<file path="src/rtl/lms_adapt_ctrl_pkg.sv">
// Shared definitions for the FSE LMS adaptation sequencer and its step-selectable LMS consumer.
// Latency: none, constants, types and a pure lookup function only.
// Backpressure: none.
package lms_adapt_ctrl_pkg;

   // Debug-visible sequencer state encoding
   typedef enum logic [2:0] {
      LMS_ST_IDLE   = 3'd0,
      LMS_ST_FLUSH  = 3'd1,
      LMS_ST_FILL   = 3'd2,
      LMS_ST_ADAPT  = 3'd3,
      LMS_ST_FROZEN = 3'd4
   } lms_state_t;

   localparam int LMS_NUM_GEARS_DEF = 4;
   localparam int LMS_GEAR_LEN_DEF  = 256;

   // Right-shift applied to the error*sample product in each gear; gear 0 is the largest step
   localparam logic [LMS_NUM_GEARS_DEF-1:0][3:0] LMS_STEP_SHIFT_TBL = {4'd10, 4'd9, 4'd8, 4'd7};

   function automatic logic [3:0] lms_step_shift(input logic [1:0] gear);
      return LMS_STEP_SHIFT_TBL[gear];
   endfunction

endpackage

</file>
<file path="src/rtl/lms_adapt_ctrl_if.sv">
// Control/status bundle between the sample-timing side and the LMS adaptation sequencer.
// Latency: none, wires only.
// Backpressure: none; i_valid is a per-cycle qualifier with no ready.
interface lms_adapt_ctrl_if #(
   parameter int NB_GEAR = 2,
   parameter int NB_CNT  = 16
);
   logic               i_enable;
   logic               i_restart;
   logic               i_valid;
   logic               i_freeze;
   logic               i_tap_phase;
   logic               o_lms_reset;
   logic               o_en_shtr;
   logic               o_en_taps;
   logic [NB_GEAR-1:0] o_step_sel;
   logic [2:0]         o_state;
   logic [NB_CNT-1:0]  o_upd_cnt;

   modport master (
      output i_enable, i_restart, i_valid, i_freeze, i_tap_phase,
      input  o_lms_reset, o_en_shtr, o_en_taps, o_step_sel, o_state, o_upd_cnt
   );

   modport slave (
      input  i_enable, i_restart, i_valid, i_freeze, i_tap_phase,
      output o_lms_reset, o_en_shtr, o_en_taps, o_step_sel, o_state, o_upd_cnt
   );
endinterface

</file>
<file path="src/rtl/lms_gear_sched.sv">
// Step-size gear scheduler: walks step_sel from 0 up to NUM_GEARS-1 every GEAR_LEN tap updates.
// Latency: step_sel changes the cycle after the update that completes a gear.
// Backpressure: none; counts only on upd_stb, clear wins over upd_stb.
module lms_gear_sched #(
   parameter int NUM_GEARS = 4,
   parameter int GEAR_LEN  = 256,
   parameter int NB_GEAR   = 2,
   parameter int NB_CNT    = 16
) (
   input  logic               clk,
   input  logic               rst_n,
   input  logic               clear,
   input  logic               upd_stb,
   output logic [NB_GEAR-1:0] step_sel
);

   localparam logic [NB_GEAR-1:0] LAST_GEAR = NB_GEAR'(NUM_GEARS - 1);
   localparam logic [NB_CNT-1:0]  GEAR_END  = NB_CNT'(GEAR_LEN - 1);

   logic [NB_CNT-1:0] gear_cnt;

   // Count updates within the current gear; shift gear at the end, freeze everything in the last gear
   always_ff @(posedge clk or negedge rst_n) begin
      if (!rst_n) begin
         gear_cnt <= '0;
         step_sel <= '0;
      end else if (clear) begin
         gear_cnt <= '0;
         step_sel <= '0;
      end else if (upd_stb && (step_sel < LAST_GEAR)) begin
         if (gear_cnt == GEAR_END) begin
            step_sel <= step_sel + NB_GEAR'(1);
            gear_cnt <= '0;
         end else begin
            gear_cnt <= gear_cnt + NB_CNT'(1);
         end
      end
   end

endmodule

</file>
<file path="src/rtl/lms_adapt_ctrl.sv">
// Sequencer for the FSE LMS tap update: flush, fill the delay line, then adapt once per symbol with gear-shifted steps.
// Latency: strobes are zero-latency decodes of registered state and the current i_valid; state moves next cycle.
// Backpressure: none; samples arriving in IDLE/FLUSH are dropped, i_freeze only gates tap updates.
module lms_adapt_ctrl
   import lms_adapt_ctrl_pkg::*;
#(
   parameter int NUM_TAPS  = 11,
   parameter int FLUSH_CYC = 4,
   parameter int NUM_GEARS = LMS_NUM_GEARS_DEF,
   parameter int GEAR_LEN  = LMS_GEAR_LEN_DEF,
   parameter int NB_GEAR   = 2,
   parameter int NB_CNT    = 16
) (
   input  logic            clk,
   input  logic            i_reset,
   lms_adapt_ctrl_if.slave bus
);

   localparam logic [NB_CNT-1:0] FLUSH_END = NB_CNT'(FLUSH_CYC - 1);
   localparam logic [NB_CNT-1:0] FILL_END  = NB_CNT'(NUM_TAPS - 1);

   lms_state_t         state;
   lms_state_t         nxt;
   logic [NB_CNT-1:0]  flush_cnt;
   logic [NB_CNT-1:0]  fill_cnt;
   logic [NB_CNT-1:0]  upd_cnt;
   logic               phase;
   logic               enter_flush;
   logic               lms_reset;
   logic               en_shtr;
   logic               en_taps;
   logic [NB_GEAR-1:0] step_sel;

   // State register
   always_ff @(posedge clk or negedge i_reset) begin
      if (!i_reset) begin
         state <= LMS_ST_IDLE;
      end else begin
         state <= nxt;
      end
   end

   // Next state with enable/restart priority, plus strobe decode from registered state
   always_comb begin
      nxt         = state;
      enter_flush = 1'b0;
      lms_reset   = 1'b0;
      en_shtr     = 1'b0;
      en_taps     = 1'b0;

      if (!bus.i_enable) begin
         nxt = LMS_ST_IDLE;
      end else if (bus.i_restart) begin
         nxt         = LMS_ST_FLUSH;
         enter_flush = 1'b1;
      end else begin
         case (state)
            LMS_ST_IDLE: begin
               nxt         = LMS_ST_FLUSH;
               enter_flush = 1'b1;
            end
            LMS_ST_FLUSH: begin
               if (flush_cnt == FLUSH_END) nxt = LMS_ST_FILL;
            end
            LMS_ST_FILL: begin
               if (bus.i_valid && (fill_cnt == FILL_END)) nxt = LMS_ST_ADAPT;
            end
            LMS_ST_ADAPT: begin
               if (bus.i_freeze) nxt = LMS_ST_FROZEN;
            end
            LMS_ST_FROZEN: begin
               if (!bus.i_freeze) nxt = LMS_ST_ADAPT;
            end
            default: nxt = LMS_ST_IDLE;
         endcase
      end

      case (state)
         LMS_ST_IDLE, LMS_ST_FLUSH: lms_reset = 1'b1;
         LMS_ST_FILL, LMS_ST_FROZEN: en_shtr = bus.i_valid;
         LMS_ST_ADAPT: begin
            en_shtr = bus.i_valid;
            en_taps = bus.i_valid & (phase == bus.i_tap_phase) & ~bus.i_freeze;
         end
         default: lms_reset = 1'b1;
      endcase
   end

   // Cycles spent in FLUSH; any (re)entry, including a restart while flushing, starts over
   always_ff @(posedge clk or negedge i_reset) begin
      if (!i_reset) begin
         flush_cnt <= '0;
      end else if (enter_flush) begin
         flush_cnt <= '0;
      end else if (state == LMS_ST_FLUSH) begin
         flush_cnt <= flush_cnt + NB_CNT'(1);
      end
   end

   // Samples shifted into the delay line during FILL
   always_ff @(posedge clk or negedge i_reset) begin
      if (!i_reset) begin
         fill_cnt <= '0;
      end else if (enter_flush) begin
         fill_cnt <= '0;
      end else if ((state == LMS_ST_FILL) && bus.i_valid) begin
         fill_cnt <= fill_cnt + NB_CNT'(1);
      end
   end

   // T/2 phase: held at 0 until adaptation starts, then toggles per sample even while frozen
   always_ff @(posedge clk or negedge i_reset) begin
      if (!i_reset) begin
         phase <= 1'b0;
      end else if ((state != LMS_ST_ADAPT) && (state != LMS_ST_FROZEN)) begin
         phase <= 1'b0;
      end else if (bus.i_valid) begin
         phase <= ~phase;
      end
   end

   // Saturating count of tap updates since the last flush
   always_ff @(posedge clk or negedge i_reset) begin
      if (!i_reset) begin
         upd_cnt <= '0;
      end else if (enter_flush) begin
         upd_cnt <= '0;
      end else if (en_taps && (upd_cnt != '1)) begin
         upd_cnt <= upd_cnt + NB_CNT'(1);
      end
   end

   lms_gear_sched #(
      .NUM_GEARS (NUM_GEARS),
      .GEAR_LEN  (GEAR_LEN),
      .NB_GEAR   (NB_GEAR),
      .NB_CNT    (NB_CNT)
   ) u_gear_sched (
      .clk      (clk),
      .rst_n    (i_reset),
      .clear    (enter_flush),
      .upd_stb  (en_taps),
      .step_sel (step_sel)
   );

   assign bus.o_lms_reset = lms_reset;
   assign bus.o_en_shtr   = en_shtr;
   assign bus.o_en_taps   = en_taps;
   assign bus.o_step_sel  = step_sel;
   assign bus.o_state     = state;
   assign bus.o_upd_cnt   = upd_cnt;

endmodule

</file>
<file path="src/flat_wrapper.sv">
// flat-port wrapper written by rule: the top's interface ports become plain ports
module lms_adapt_ctrl_flat import lms_adapt_ctrl_pkg::*;
#(
   parameter int NUM_TAPS  = 11,
   parameter int FLUSH_CYC = 4,
   parameter int NUM_GEARS = LMS_NUM_GEARS_DEF,
   parameter int GEAR_LEN  = LMS_GEAR_LEN_DEF,
   parameter int NB_GEAR   = 2,
   parameter int NB_CNT    = 16
)
  (clk, i_reset, bus_i_enable, bus_i_restart, bus_i_valid, bus_i_freeze, bus_i_tap_phase, bus_o_lms_reset, bus_o_en_shtr, bus_o_en_taps, bus_o_step_sel, bus_o_state, bus_o_upd_cnt);
  lms_adapt_ctrl_if #(.NB_GEAR(NB_GEAR), .NB_CNT(NB_CNT)) bus_i ();
  input  logic clk;
  input  logic i_reset;
  input wire logic [$bits(bus_i.i_enable)-1:0] bus_i_enable;
  input wire logic [$bits(bus_i.i_restart)-1:0] bus_i_restart;
  input wire logic [$bits(bus_i.i_valid)-1:0] bus_i_valid;
  input wire logic [$bits(bus_i.i_freeze)-1:0] bus_i_freeze;
  input wire logic [$bits(bus_i.i_tap_phase)-1:0] bus_i_tap_phase;
  output wire logic [$bits(bus_i.o_lms_reset)-1:0] bus_o_lms_reset;
  output wire logic [$bits(bus_i.o_en_shtr)-1:0] bus_o_en_shtr;
  output wire logic [$bits(bus_i.o_en_taps)-1:0] bus_o_en_taps;
  output wire logic [$bits(bus_i.o_step_sel)-1:0] bus_o_step_sel;
  output wire logic [$bits(bus_i.o_state)-1:0] bus_o_state;
  output wire logic [$bits(bus_i.o_upd_cnt)-1:0] bus_o_upd_cnt;
  assign bus_i.i_enable = bus_i_enable;
  assign bus_i.i_restart = bus_i_restart;
  assign bus_i.i_valid = bus_i_valid;
  assign bus_i.i_freeze = bus_i_freeze;
  assign bus_i.i_tap_phase = bus_i_tap_phase;
  assign bus_o_lms_reset = bus_i.o_lms_reset;
  assign bus_o_en_shtr = bus_i.o_en_shtr;
  assign bus_o_en_taps = bus_i.o_en_taps;
  assign bus_o_step_sel = bus_i.o_step_sel;
  assign bus_o_state = bus_i.o_state;
  assign bus_o_upd_cnt = bus_i.o_upd_cnt;
  lms_adapt_ctrl #(.NUM_TAPS(NUM_TAPS), .FLUSH_CYC(FLUSH_CYC), .NUM_GEARS(NUM_GEARS), .GEAR_LEN(GEAR_LEN), .NB_GEAR(NB_GEAR), .NB_CNT(NB_CNT)) u_core (.clk(clk), .i_reset(i_reset), .bus(bus_i));
endmodule
</file>
<file path="config.mk">
export PLATFORM = sky130hd
export DESIGN_NAME = lms_adapt_ctrl_flat
export DESIGN_NICKNAME = d
export VERILOG_FILES = /design/src/rtl/lms_adapt_ctrl_pkg.sv /design/src/rtl/lms_adapt_ctrl_if.sv /design/src/rtl/lms_gear_sched.sv /design/src/rtl/lms_adapt_ctrl.sv /design/src/flat_wrapper.sv
export SDC_FILE = /design/constraint.sdc
export NUM_CORES = 1
export LEC_CHECK = 0
export BUFFER_PORTS_ARGS = -buffer_cell sky130_fd_sc_hd__clkbuf_2
export CAP_MARGIN = 20
export CORE_AREA = 2 2 95 97
export CTS_BUF_LIST = sky130_fd_sc_hd__clkbuf_8
export DETAILED_ROUTE_END_ITERATION = 8
export DIE_AREA = 0 0 97 99
export GPL_ROUTABILITY_DRIVEN = 1
export RECOVER_POWER = 50
export SLEW_MARGIN = 10
export SYNTH_ARGS = -nofsm -noshare
export SYNTH_HDL_FRONTEND = slang
export SYNTH_SLANG_ARGS = --single-unit
</file>
<file path="constraint.sdc">
create_clock -name clk -period 2.05 [get_ports clk]
set_input_delay 0.41 -clock clk [delete_from_list [all_inputs] [get_ports clk]]
set_output_delay 0.41 -clock clk [all_outputs]
set_load 0.05 [all_outputs]
</file>
Yosys cells after proc, flatten, opt, wreduce, memory -nomap -nowiden
Cells that the tools add are included.
Operators by class
  equality and inequality tests: 15
  muxes and demuxes: 27
  $add $sub $neg: 5
  $lt $le $gt $ge: 1
  reductions and logical operators: 15
  bitwise logic cells: 4
Operators with widths (number)
  2-to-1 mux 16 bit: 9
  adder 16 x 1 -> 16 bit, second input constant: 4
  2-to-1 mux 3 bit: 6
  == test 16 x 2 -> 1 bit, second input constant: 1
  == test 16 x 4 -> 1 bit, second input constant: 1
  == test 16 x 8 -> 1 bit, second input constant: 1
  != test 16 bit, second input constant: 1
  case mux 3 bit (5 select lines): 1
  nonzero test 2 bit: 6
  2-to-1 mux 1 bit: 8
  != test 4 x 3 -> 1 bit, second input constant: 2
  != test 4 bit, second input constant: 2
  == test 3 x 2 -> 1 bit, second input constant: 2
  2-to-1 mux 2 bit: 3
  logical AND 1 bit: 5
  AND reduction 4 bit: 1
  == test 3 x 1 -> 1 bit, second input constant: 1
  == test 3 bit, second input constant: 1
  zero test 3 bit: 1
  != test 3 x 2 -> 1 bit, second input constant: 1
  != test 3 bit, second input constant: 1
  OR reduction 3 bit: 1
  adder 2 x 1 -> 2 bit, second input constant: 1
  AND 1 bit: 2
  4 further kinds: 5
Word-level totals
  register bits after elaboration: 70
  logic and storage cells: 74

Depth between registers and ports, before layout
Gate-level depths: netlist of run 1.
  depth after elaboration: 7
  gate-level depth with buffers: 8
  gate-level depth less buffers: 6

Modules after synthesis
Synthesis of run 1 repeated with hierarchy kept, for this count alone.
Second synthesis, totals
  cells, all modules: 400
  area total of the unflattened synthesis: 3856.2 um^2
By module, submodules not included
  lms_adapt_ctrl: area an instance 2787.7 um^2, times used 1, cells an instance 293
  lms_gear_sched: area an instance 1068.5 um^2, times used 1, cells an instance 107

Least setup slack after synthesis of run 1
OpenSTA, ideal clock, no wires.
  path kind: reg-to-output
  from: register u_core.state[0], in the netlist u_core.bus.o_state[0]
  to: output port bus_o_en_shtr
  required time: 1640 ps
  path buffers: 1
  stages on the path, launching flop included: 5
  setup slack: -632 ps
  arrival time: 2272 ps
  cells stage by stage: dfrtp_1 > buf_2 > nor2_1 > a21oi_1 > nor2b_1
Between the ends
  cells in the longest elaborated chain, start to end: 3
  elaborated cells on any way between the ends: 5
  those cells by class: eq/ne: 3; mux: 1; reduce/logical: 1
Ends and longest elaborated chain
  start, declared: line lms_adapt_ctrl.sv:22  | lms_state_t state;
  start signal, assigned: line lms_adapt_ctrl.sv:39  | state <= nxt;
  == test 3 bit or == test 3 x 2 -> 1 bit (tied branches): line lms_adapt_ctrl.sv:78  | case (state)
  OR reduction 3 bit (no line) (*)
  2-to-1 mux 1 bit (*): line lms_adapt_ctrl.sv:78
  end, declared: line flat_wrapper.sv:21  | output wire logic [$bits(bus_i.o_en_shtr)-1:0] bus_o_en_shtr;
Every way passes the cells marked *; elsewhere a longest branch is shown, timed or not.

Worst setup path in the final report of run 1
  from: register u_core.state[2], in the netlist u_core.bus.o_state[2]
  to: output port bus_o_en_taps
Between the ends
  cells in the longest elaborated chain, start to end: 2
Ends and longest elaborated chain
  == test 3 x 2 -> 1 bit: line lms_adapt_ctrl.sv:78
  2-to-1 mux 1 bit: line lms_adapt_ctrl.sv:78
  end, declared: line flat_wrapper.sv:22  | output wire logic [$bits(bus_i.o_en_taps)-1:0] bus_o_en_taps;
No other way between the ends.

==> results by group, run 1 <==
Outcome
  • Run status: complete, but fails checks
  • Violated checks: setup timing

Global routing
  • Aggregate global routing overflow: 0
  • Largest net degree at the start of global routing: 33
  • Vias in the first global route: 3173
  • Initial antenna violation count: 0
  • GRT Overall Usage: between 15 and 20%
  • First-pass GRT wire length: around 15000 um

STA
  • Final worst-path cycle share: 101%
  • Min cycle time layout: slightly above 2 ns
  • Least-Margin Pin Slew: approximately 0.84 ns
  • Normalized max-slew margin: 44.1%
  • RSZ-0062 raised after global routing: yes
  • Final WS setup: -0.0171 ns
  • Max Fclk: ~480 MHz
  • Final hold vios: 0
  • Final setup skew: ~0.011 ns
  • Fin. max-slew vios: 0
  • Worst hold slack: approximately 0.33 ns
  • Final setup violation count: 2

Die
  • Ports: 31
  • Die Y-Extent: around 100 um
  • Die area: a little under 10000 sq um
  • Site row count: 34
  • Die W: around 97 um
  • Core area: between 8000 and 9000 sq um
  • Initial Utilization: approximately 44%

Critical path
  • Critical Setup Path Class: flop to output port
  • CP endpoint kind: output port
  • CP arrival: 1.66 ns
  • Critical path launch point type: flop
  • CP required: between 1.5 and 2 ns
  • Crit-path max FO: 3

Detailed routing
  • DR DRC count: 0
  • Via Count: 3200
  • Via-per-instance ratio: 5.41
  • ANT nets after route: 0
  • Post-Route WL: 8750 um
  • 1st-pass router iterations: 4
  • Routed WL per cell: approximately 15 um
  • Initial DRC Count: 96

Logic synthesis
  • Synth top area share: 46.5%
  • Synthesis warning total: 0
  • Number of synthesized flops with an enable pin: 0
  • Synth Cell Area: ~3800 sq um
  • Largest cells by area after synthesis: dfrtp_1 (46%), nor2_1 (5.9%), xnor2_1 (5.8%), xor2_1 (4.2%), a21oi_1 (3.6%)
  • Synthesized Nets: 421
  • Register bit total from synthesis: 70
  • Synth area leader: dfrtp_1
  • Prevailing post-synth register cell: dfrtp_1
  • Cells after Synth: around 410
  • Synth cell types: 47
  • Post-synthesis sequential area ratio: a little under half
  • Ys async rst share: 100%
  • Syn avg cell area: between 9 and 10 sq um

Pwr
  • P_leak: roughly 0.002 uW
  • Power density cells: roughly 530 nW/um^2
  • Final Total Pwr: 2480 uW
  • VDD IR max: between 0.2 and 0.3 mV

Placed design
  • Port bufs: 30
  • Post-DP HPWL: around 6100 um
  • Placed cells: ~570
  • Final RePlAce weighted congestion: between 0.7 and 0.8

Layout
  • Most frequent cells in the layout: dfrtp_1 (64), nor2_1 (57), buf_4 (42), nand2_1 (27), xnor2_1 (25)
  • Area grow syn2layout: 24.0%
  • Layout cells sized above 1: 24.2%
  • Commonest non-fill, non-tap cell in the layout: dfrtp_1
  • # diodes: 0
  • Final #Nets: 492
  • Layout Cells excl Fill: 592

CTS
  • TritonCTS clock tree: built
  • H-tree level count: 3
  • Worst-case clock buffer depth: 2
  • CTS Sinks: 70
  • CTS Buf Count: 9
  • Clock root cell: clkbuf_8
  • Clock-pin slew on the worst setup and hold paths: 0.08 ns
  • Clock latency on the worst-skew pair: between 0.3 and 0.4 ns

Job
  • MaxCap Viol Count: 0

Hold path
  • Min-Delay Path Class: primary input to flop
## where the power goes
part	internal (uW)	total, uW	switching, uW
logic	48.8	154	105
registers	1390	1400	10.5
clock network	413	919	506
total	1850	2480	622
## through the flow
stage	setup WS [ns]	TNS (ns)	cell area, sq um	utilization, %
after floorplan	-0.381	-1.90	3860	-
after global placement	-0.0999	-0.263	4390	51.3
after detailed placement	-0.116	-0.414	4390	51.3
after CTS	-0.0437	-0.0512	4610	53.9
after global routing	-0.0854	-0.381	4670	54.7
final	-0.0171	-0.0280	4670	54.7
## metal layers
metal / GRT usage [%] / vias to the layer above / routed length, um
met5: 0 / - / 0
met4: 7.26 / 0 / 138
met3: 2.98 / 11 / 181
met2: 31.9 / 29 / 4250
met1: 25.6 / 1561 / 4180
li1: - / 1599 / -
## flip-flops by register name (all words and copies together) (netlist names)
name                          cells
u_core.bus.o_state                3
u_core.fill_cnt                  16
u_core.bus.o_upd_cnt             16
u_core.u_gear_sched.gear_cnt     16
u_core.u_gear_sched.step_sel      2
u_core.flush_cnt                 16
u_core.phase                      1
## kinds of logic (layout without fill, tap and decap cells)
family / after synthesis / after routing / share of synthesized area, %
buffers and inverters: 25 / 101 / 2.95
AO/OA/AOI/OAI: 56 / 56 / 8.33
flip-flops: 70 / 70 / 46.5
XOR/XNOR: 43 / 43 / 9.99
AND/OR/NAND/NOR: 207 / 207 / 30.0
adder cells (fa/ha/maj): 6 / 6 / 1.99
multiplexers: 1 / 1 / 0.266
## layout make-up
class / count / area, sq um
Clock buffer: 9 / 124
Clock inverter: 7 / 28.8
Fill cell: 802 / 3880
Inverter: 9 / 38.8
Multi-Input combinational cell: 313 / 2060
Sequential cell: 70 / 1760
Tap cell: 108 / 135
Timing Repair Buffer: 76 / 528
## worst max-delay path, stage by stage, from the launching register on
cell and delay (ns):
dfrtp_2 0.40, nand4b_4 0.18, or3_4 0.41, buf_12 0.14, clkinv_4 0.04, clkbuf_16 0.14
## Yosys cell counts (2+ instances only)
library cell,instances
dfrtp_1,70
nor2_1,59
a21oi_1,27
nand2_1,27
xnor2_1,25
nand4_1,20
xor2_1,18
nand3_1,17
o21ai_0,16
nor4_1,15
nor3_1,11
and3_1,10
clkbuf_1,10
inv_1,9
or3_1,9
or4_1,7
ha_1,6
nor4b_1,5
nand3b_1,4
and2_1,3
nand2b_1,3
nor2b_1,3
nor3b_1,3
a211oi_1,2
a31oi_1,2
buf_1,2
buf_2,2
buf_6,2
nand4b_1,2
nor4bb_1,2
## worst paths after layout
check	to	slack, ns	cells after the start	startpoint
worst min-delay path	u_core.bus.o_state[0]	0.33	3	bus_i_enable
worst min register to register	u_core.u_gear_sched.gear_cnt[15]	0.54	2	u_core.u_gear_sched.gear_cnt[15]
max in group asynchronous	u_core.bus.o_upd_cnt[11]	0.37	3	i_reset
worst max register to register	u_core.u_gear_sched.gear_cnt[10]	-0.01	5	u_core.u_gear_sched.step_sel[1]
min in group asynchronous	u_core.fill_cnt[2]	0.67	2	i_reset
worst max-delay path	bus_o_en_taps	-0.02	5	u_core.bus.o_state[2]
## what timing repair did
item / 4_1_cts / 5_1_grt
pin swaps: 3 / 2
hold buffers: 1 / 0
gates resized for setup: 11 / 16
setup endpoints to repair: 4 / 14
endpoints found under the hold margin: 14 / 0
setup buffers: 1 / 2
No activity file was read; power rests on OpenSTA's default activity.
==> run 2, diff against run 1 <==
clock period = 2.48 ns   (was 2.05 ns; I/O delays follow)
==> run 2 against run 1 <==
Effect of this change: the flow now finishes without violations; cell area fell by 7.3%; global-route usage fell by 0.98 points; worst hold slack improved by 0.0048 ns; register-to-register slack improved by 0.23 ns; critical path type unchanged; clock power fell by 7.0%; core utilization fell by 4.0 points; highest routed layer unchanged.
==> results by group, run 2 (same netlist as run 1, synthesis figures left out) <==
Die
  • Site row count: 34
  • Core area: about 8600 sq um
  • Ports: 31
  • Die area: between 9000 and 10000 sq um
  • Initial Utilization: roughly 44%
  • Die Y-Extent: roughly 99 um
  • Die W: 97 um

Pwr
  • VDD IR max: 0.403 mV
  • Switching share of power: 24.2%
  • Int Pwr: roughly 1600 uW
  • Comb power frac: ~5.9%
  • P_leak: about 0.0018 uW
  • Seq pwr share: a little over half
  • Power density cells: around 500 nW/um^2
  • Final Total Pwr: between 2000 and 2500 uW
  • Clock power share: between 30% and 40%
  • NetSw: 518 uW

STA
  • Final setup violation count: 0
  • RSZ-0062 raised after global routing: no
  • Total Negative Setup Slacks: 0 ns
  • Final hold vios: 0
  • Normalized max-slew margin: around 26%
  • Final worst-path cycle share: between 90% and 100%
  • Min cycle time layout: ~2.4 ns
  • Fin. max-slew vios: 0
  • Least-Margin Pin Slew: between 1 and 1.5 ns
  • Worst hold slack: roughly 0.34 ns
  • Final WS setup: 0.128 ns
  • Max Fclk: around 430 MHz
  • Final setup skew: between 0.008 and 0.009 ns

Critical path
  • CP required: 1.98 ns
  • Critical Setup Path Class: flop to output port
  • Worst Path Buf+Inv: 3
  • Slowest Stage Delay on Critical Path: slightly above 0.4 ns
  • Crit-path max FO: 10
  • CP arrival: 1.86 ns
  • CP max-delay cell: dfrtp_2
  • CP endpoint kind: output port
  • Worst path cell trace: nand4b_4 > or3_1 > buf_4 > inv_1 > clkbuf_2
  • Critical path launch point type: flop
  • Cell depth of the worst flop-to-flop path: 5
  • WP depth: 5
  • CP top delay family: simple AND/OR/NAND/NOR gates

CTS
  • Worst-case clock buffer depth: 2
  • CTS Sinks: 70
  • CTS Buf Count: 9
  • Cts hold-fix bufs: 0
  • H-tree level count: 3
  • Clock latency on the worst-skew pair: ~0.35 ns
  • TritonCTS clock tree: built
  • Clock root cell: clkbuf_8
  • Clock-pin slew on the worst setup and hold paths: 0.08 ns

Detailed routing
  • Initial DRC Count: between 100 and 150
  • 1st-pass router iterations: 4
  • Via-per-instance ratio: roughly 5.6
  • DR DRC count: 0
  • Post-Route WL: a little over 8000 um
  • ANT nets after route: 0
  • Routed WL per cell: about 15 um
  • Via Count: about 3100

Placed design
  • Port bufs: 30
  • Dpl ws: 0.0681 ns
  • Post-DP HPWL: approximately 5600 um
  • Final RePlAce weighted congestion: around 0.8

Outcome
  • Run status: finished clean

Global routing
  • Initial antenna violation count: 0
  • GRT Overall Usage: about 18%
  • Aggregate global routing overflow: 0
  • First-pass GRT wire length: roughly 14000 um
  • Vias in the first global route: between 3000 and 4000
  • Largest net degree at the start of global routing: 53

Hold path
  • Min-Delay Path Class: primary input to async pin

Layout
  • Final #Nets: about 470
  • # fillers: 796
  • # diodes: 0
  • Most frequent cells in the layout: dfrtp_1 (66), nor2_1 (59), nand2_1 (27), a21oi_1 (26), xnor2_1 (25)
  • Area grow syn2layout: 14.9%
  • Layout cells sized above 1: approximately 14%
  • Commonest non-fill, non-tap cell in the layout: dfrtp_1

Job
  • MaxCap Viol Count: 0
[run 2: worst paths after layout]
path,from,endpoint,slack [ns]
max reg2reg,u_core.bus.o_state[2],u_core.bus.o_upd_cnt[15],0.22
max,u_core.bus.o_state[2],bus_o_en_taps,0.13
min reg2reg,u_core.u_gear_sched.gear_cnt[15],u_core.u_gear_sched.gear_cnt[15],0.54
min in group clk,bus_i_enable,u_core.bus.o_state[0],0.39
min,i_reset,u_core.fill_cnt[11],0.34
max in group asynchronous,i_reset,u_core.bus.o_state[1],1.29
[run 2: layout make-up]
| type | count | area [sq um] | share of cell area (%) |
|---|---|---|---|
| Clock inverter | 3 | 12.5 | 0.289 |
| Sequential cell | 70 | 1760 | 40.6 |
| Tap cell | 108 | 135 | 3.12 |
| Timing Repair Buffer | 50 | 313 | 7.22 |
| Clock buffer | 12 | 165 | 3.81 |
| Inverter | 9 | 33.8 | 0.780 |
| Multi-Input combinational cell | 313 | 1920 | 44.2 |
[run 2: metrics by stage]
step	util, %	area [sq um]	instances
5_1_grt	50.7	4330	565
6_report	50.7	4330	565
4_1_cts	50.4	4310	560
3_5_place_dp	48.3	4130	545
3_3_place_gp	48.3	4130	545
2_1_floorplan	-	3780	408
[run 2: repair_timing]
item | 4_1_cts | 5_1_grt
buffers inserted | 0 | 5
hold endpoints to repair | 0 | 0
setup endpoints to repair | 0 | 1
gates resized for setup | 0 | 0
[run 2: worst reg2reg max path, cell delays in order (launching register included)]
cell	delay, ns
dfrtp_2	0.41
nand4b_4	0.20
or3_1	0.40
or4_1	0.64
or3_1	0.38
a21oi_1	0.16
[run 2: metal layers]
layer	GRT usage, %	vias up	routed length [um]
met5	0	-	0
met4	7.48	0	119
met3	3.90	9	308
met2	29.5	62	3850
met1	23.9	1521	4020
li1	-	1548	-
[run 2: power groups by stage]
stage / clock (uW) / sequential [uW] / combinational, uW
after floorplan: 0 / 1180 / 59.7
after global placement: 0 / 1180 / 123
after detailed placement: 0 / 1180 / 123
after CTS: 883 / 1160 / 124
after global routing: 940 / 1160 / 143
final: 855 / 1160 / 127
==> run 3, diff against run 2 <==
ABC_AREA = 1   (was default)
CORE_AREA = 2 2 102 104   (was 2 2 95 97)
DIE_AREA = 0 0 104 106   (was 0 0 97 99)
==> run 3 against run 2 <==
Effect of this change: cell area is 11% higher; first-iteration DRC count rose by 12%; critical path type unchanged; cell count is 42% higher; core utilization down 2.4 points; clock skew fell by 0.0020 ns; global-route usage up 1.2 points; critical path depth grew 1; maximum frequency up 7.1%; worst hold slack got worse by 0.045 ns; sequential cell count is the same; total power grew 16%; synthesized cell count rose by 54%.
==> results by group, run 3 <==
Pwr
  • Int Pwr: between 1500 and 2000 uW
  • P_leak: roughly 0.0024 uW
  • Power density cells: around 510 nW/um^2
  • Seq pwr share: 49.3%
  • NetSw: slightly above 800 uW
  • Comb power frac: approximately 16%
  • VDD IR max: around 0.22 mV
  • Switching share of power: 32.9%
  • Clock power share: between 30 and 40%

Die
  • Die area: roughly 11000 sq um
  • Initial Utilization: between 40% and 50%
  • Site row count: 37
  • Die Y-Extent: between 100 and 150 um
  • Ports: 31
  • Core area: between 9000 and 10000 sq um
  • Die W: roughly 100 um

Critical path
  • CP top delay family: simple AND/OR/NAND/NOR gates
  • Critical path launch point type: flop
  • CP arrival: approximately 1.7 ns
  • CP endpoint kind: output port
  • Critical Setup Path Class: flop to output port
  • Worst path cell trace: inv_2 > nand3_2 > nor2_2 > nand2_2 > inv_1 > clkbuf_2
  • CP required: 1.98 ns
  • CP max-delay cell: dfrtp_1
  • Worst Path Buf+Inv: 3
  • Crit-path max FO: 6
  • Slowest Stage Delay on Critical Path: 0.40 ns

CTS
  • Post-CTS setup buffers: 0
  • CTS Sinks: 70
  • TritonCTS clock tree: built
  • Clock latency on the worst-skew pair: ~0.35 ns
  • Cts hold-fix bufs: 0
  • Post-CTS Resized: 0
  • Clock-pin slew on the worst setup and hold paths: 0.08 ns
  • Worst-case clock buffer depth: 2
  • H-tree level count: 3
  • CTS Buf Count: 9
  • Clock root cell: clkbuf_8

STA
  • Fin. max-slew vios: 0
  • Final worst-path cycle share: 88.6%
  • RSZ-0062 raised after global routing: no
  • Normalized max-slew margin: between 30% and 40%
  • Min cycle time layout: 2.20 ns
  • Max Fclk: 455 MHz
  • Final setup violation count: 0
  • Least-Margin Pin Slew: approximately 1 ns
  • Final setup skew: ~0.0067 ns
  • Final hold vios: 0
  • Total Negative Setup Slacks: 0 ns

Logic synthesis
  • Synthesized Nets: between 600 and 700
  • Largest cells by area after synthesis: dfrtp_1 (40%), nand2_1 (16%), nor2_1 (7.6%), inv_1 (6.4%), nand4_1 (5.0%)
  • Post-synthesis sequential area ratio: 40.1%
  • Ys async rst share: 100%
  • Synth cell types: 30
  • Register bit total from synthesis: 70
  • Commonest cells post-synth: nand2_1 (182), nor2_1 (89), inv_1 (74)
  • Top-count cell post-synth: nand2_1
  • Synth Cell Area: around 4400 sq um
  • Synthesis warning total: 0
  • Syn avg cell area: ~7 sq um
  • Prevailing post-synth register cell: dfrtp_1
  • Synth top area share: around two fifths
  • Number of synthesized flops with an enable pin: 0
  • Synth area leader: dfrtp_1
  • Cells after Synth: ~630

Layout
  • Multi-input logic area: between 2000 and 2500 sq um
  • # fillers: ~1100
  • Layout cells sized above 1: between 10 and 15%
  • Most frequent cells in the layout: nand2_1 (182), nor2_1 (88), inv_1 (76), dfrtp_1 (70), nand3_1 (40)
  • Register area: 1750 sq um
  • Final Util: between 40% and 50%
  • # diodes: 0
  • Area grow syn2layout: 10.5%
  • Commonest non-fill, non-tap cell in the layout: nand2_1
  • Final #Nets: between 600 and 700

Detailed routing
  • DR DRC count: 0
  • 1st-pass router iterations: 5
  • Via-per-instance ratio: between 5 and 6
  • Via Count: roughly 4000
  • ANT nets after route: 0
  • Initial DRC Count: 155
  • Routed WL per cell: about 13 um
  • Post-Route WL: approximately 10000 um

Global routing
  • Most Crowded Layer GR: met2
  • Met2 GRT Util: approximately a third
  • Largest net degree at the start of global routing: 39
  • GRT Overall Usage: between 10% and 20%
  • Initial antenna violation count: 0
  • First-pass GRT wire length: roughly 18000 um
  • GR Layer Usage met1: about 26%
  • GR Util met3: 4.17%
  • Vias in the first global route: around 3800
  • Aggregate global routing overflow: 0

Job
  • MaxCap Viol Count: 0

Outcome
  • Run status: finished clean

Placed design
  • Post-DP HPWL: 7250 um
  • Port bufs: 30
  • Final RePlAce weighted congestion: between 0.8 and 0.9

Hold path
  • Min-Delay Path Class: primary input to async pin
run 3: final cells by class:
type                       instances  share of cell area [%]
clock inverter                     6                   0.777
inverter                          79                    6.14
clock buffer                      10                    2.85
multi-input combinational        470                    46.7
tap                              136                    3.52
timing repair buffer              33                    3.70
sequential                        70                    36.3
run 3: metrics by stage:
step / total power [uW] / setup WS (ns) / instance area [sq um] / hold WS, ns / std cells
after floorplan: 1530 / 0.118 / 4370 / 0.200 / 628
after CTS: 2520 / 0.241 / 4860 / 0.128 / 804
final: 2480 / 0.283 / 4830 / 0.291 / 804
after global placement: 1650 / 0.518 / 4690 / 0.470 / 788
after detailed placement: 1660 / 0.522 / 4690 / 0.467 / 788
after global routing: 2610 / 0.177 / 4830 / 0.394 / 804
run 3: worst paths after layout:
path                                                   from                                to  slack [ns]  cells past startpoint
setup / recovery                      u_core.bus.o_state[2]                     bus_o_en_taps        0.28                      6
hold / removal                                      i_reset               u_core.fill_cnt[12]        0.29                      1
setup reg to reg            u_core.u_gear_sched.gear_cnt[0]   u_core.u_gear_sched.step_sel[1]        0.64                      8
hold reg to reg            u_core.u_gear_sched.gear_cnt[13]  u_core.u_gear_sched.gear_cnt[13]        0.49                      2
max in group asynchronous                           i_reset           u_core.bus.o_upd_cnt[8]        0.82                      2
min in group clk                              bus_i_restart             u_core.bus.o_state[2]        0.46                      4
run 3: power by group through the flow:
stage                     Combinational (uW)  Sequential (uW)  Clock (uW)
final                                    404             1220         854
after global routing                     455             1230         923
after floorplan                          223             1310           0
after detailed placement                 416             1250           0
after CTS                                416             1230         882
after global placement                   406             1240           0
run 3: cells by family (layout without fill, tap and decap cells):
kind of cell	after synthesis	after routing	synth area share, %
DFF	70	70	40.1
adders and majority gates	6	6	1.72
buffers and inverters	88	128	8.10
xor gates and xnor gates	16	16	3.21
AOI/OAI and AO/OA	61	61	7.50
and+or+nand+nor	387	387	39.4
run 3: worst reg2reg max path, delay by kind of cell (launching register included):
family / cells / cell delay, ns
adders and majority gates: 1 / 0.22
AOI/OAI and AO/OA: 1 / 0.07
DFF: 1 / 0.48
and+or+nand+nor: 6 / 0.94
run 3: per-layer routing:
metal	wire length, um	up-vias	share of wire, %
met5	0	-	0
met4	86	0	0.86
met3	346	7	3.4
met2	4760	58	47
met1	4860	1930	48
li1	-	2101	-
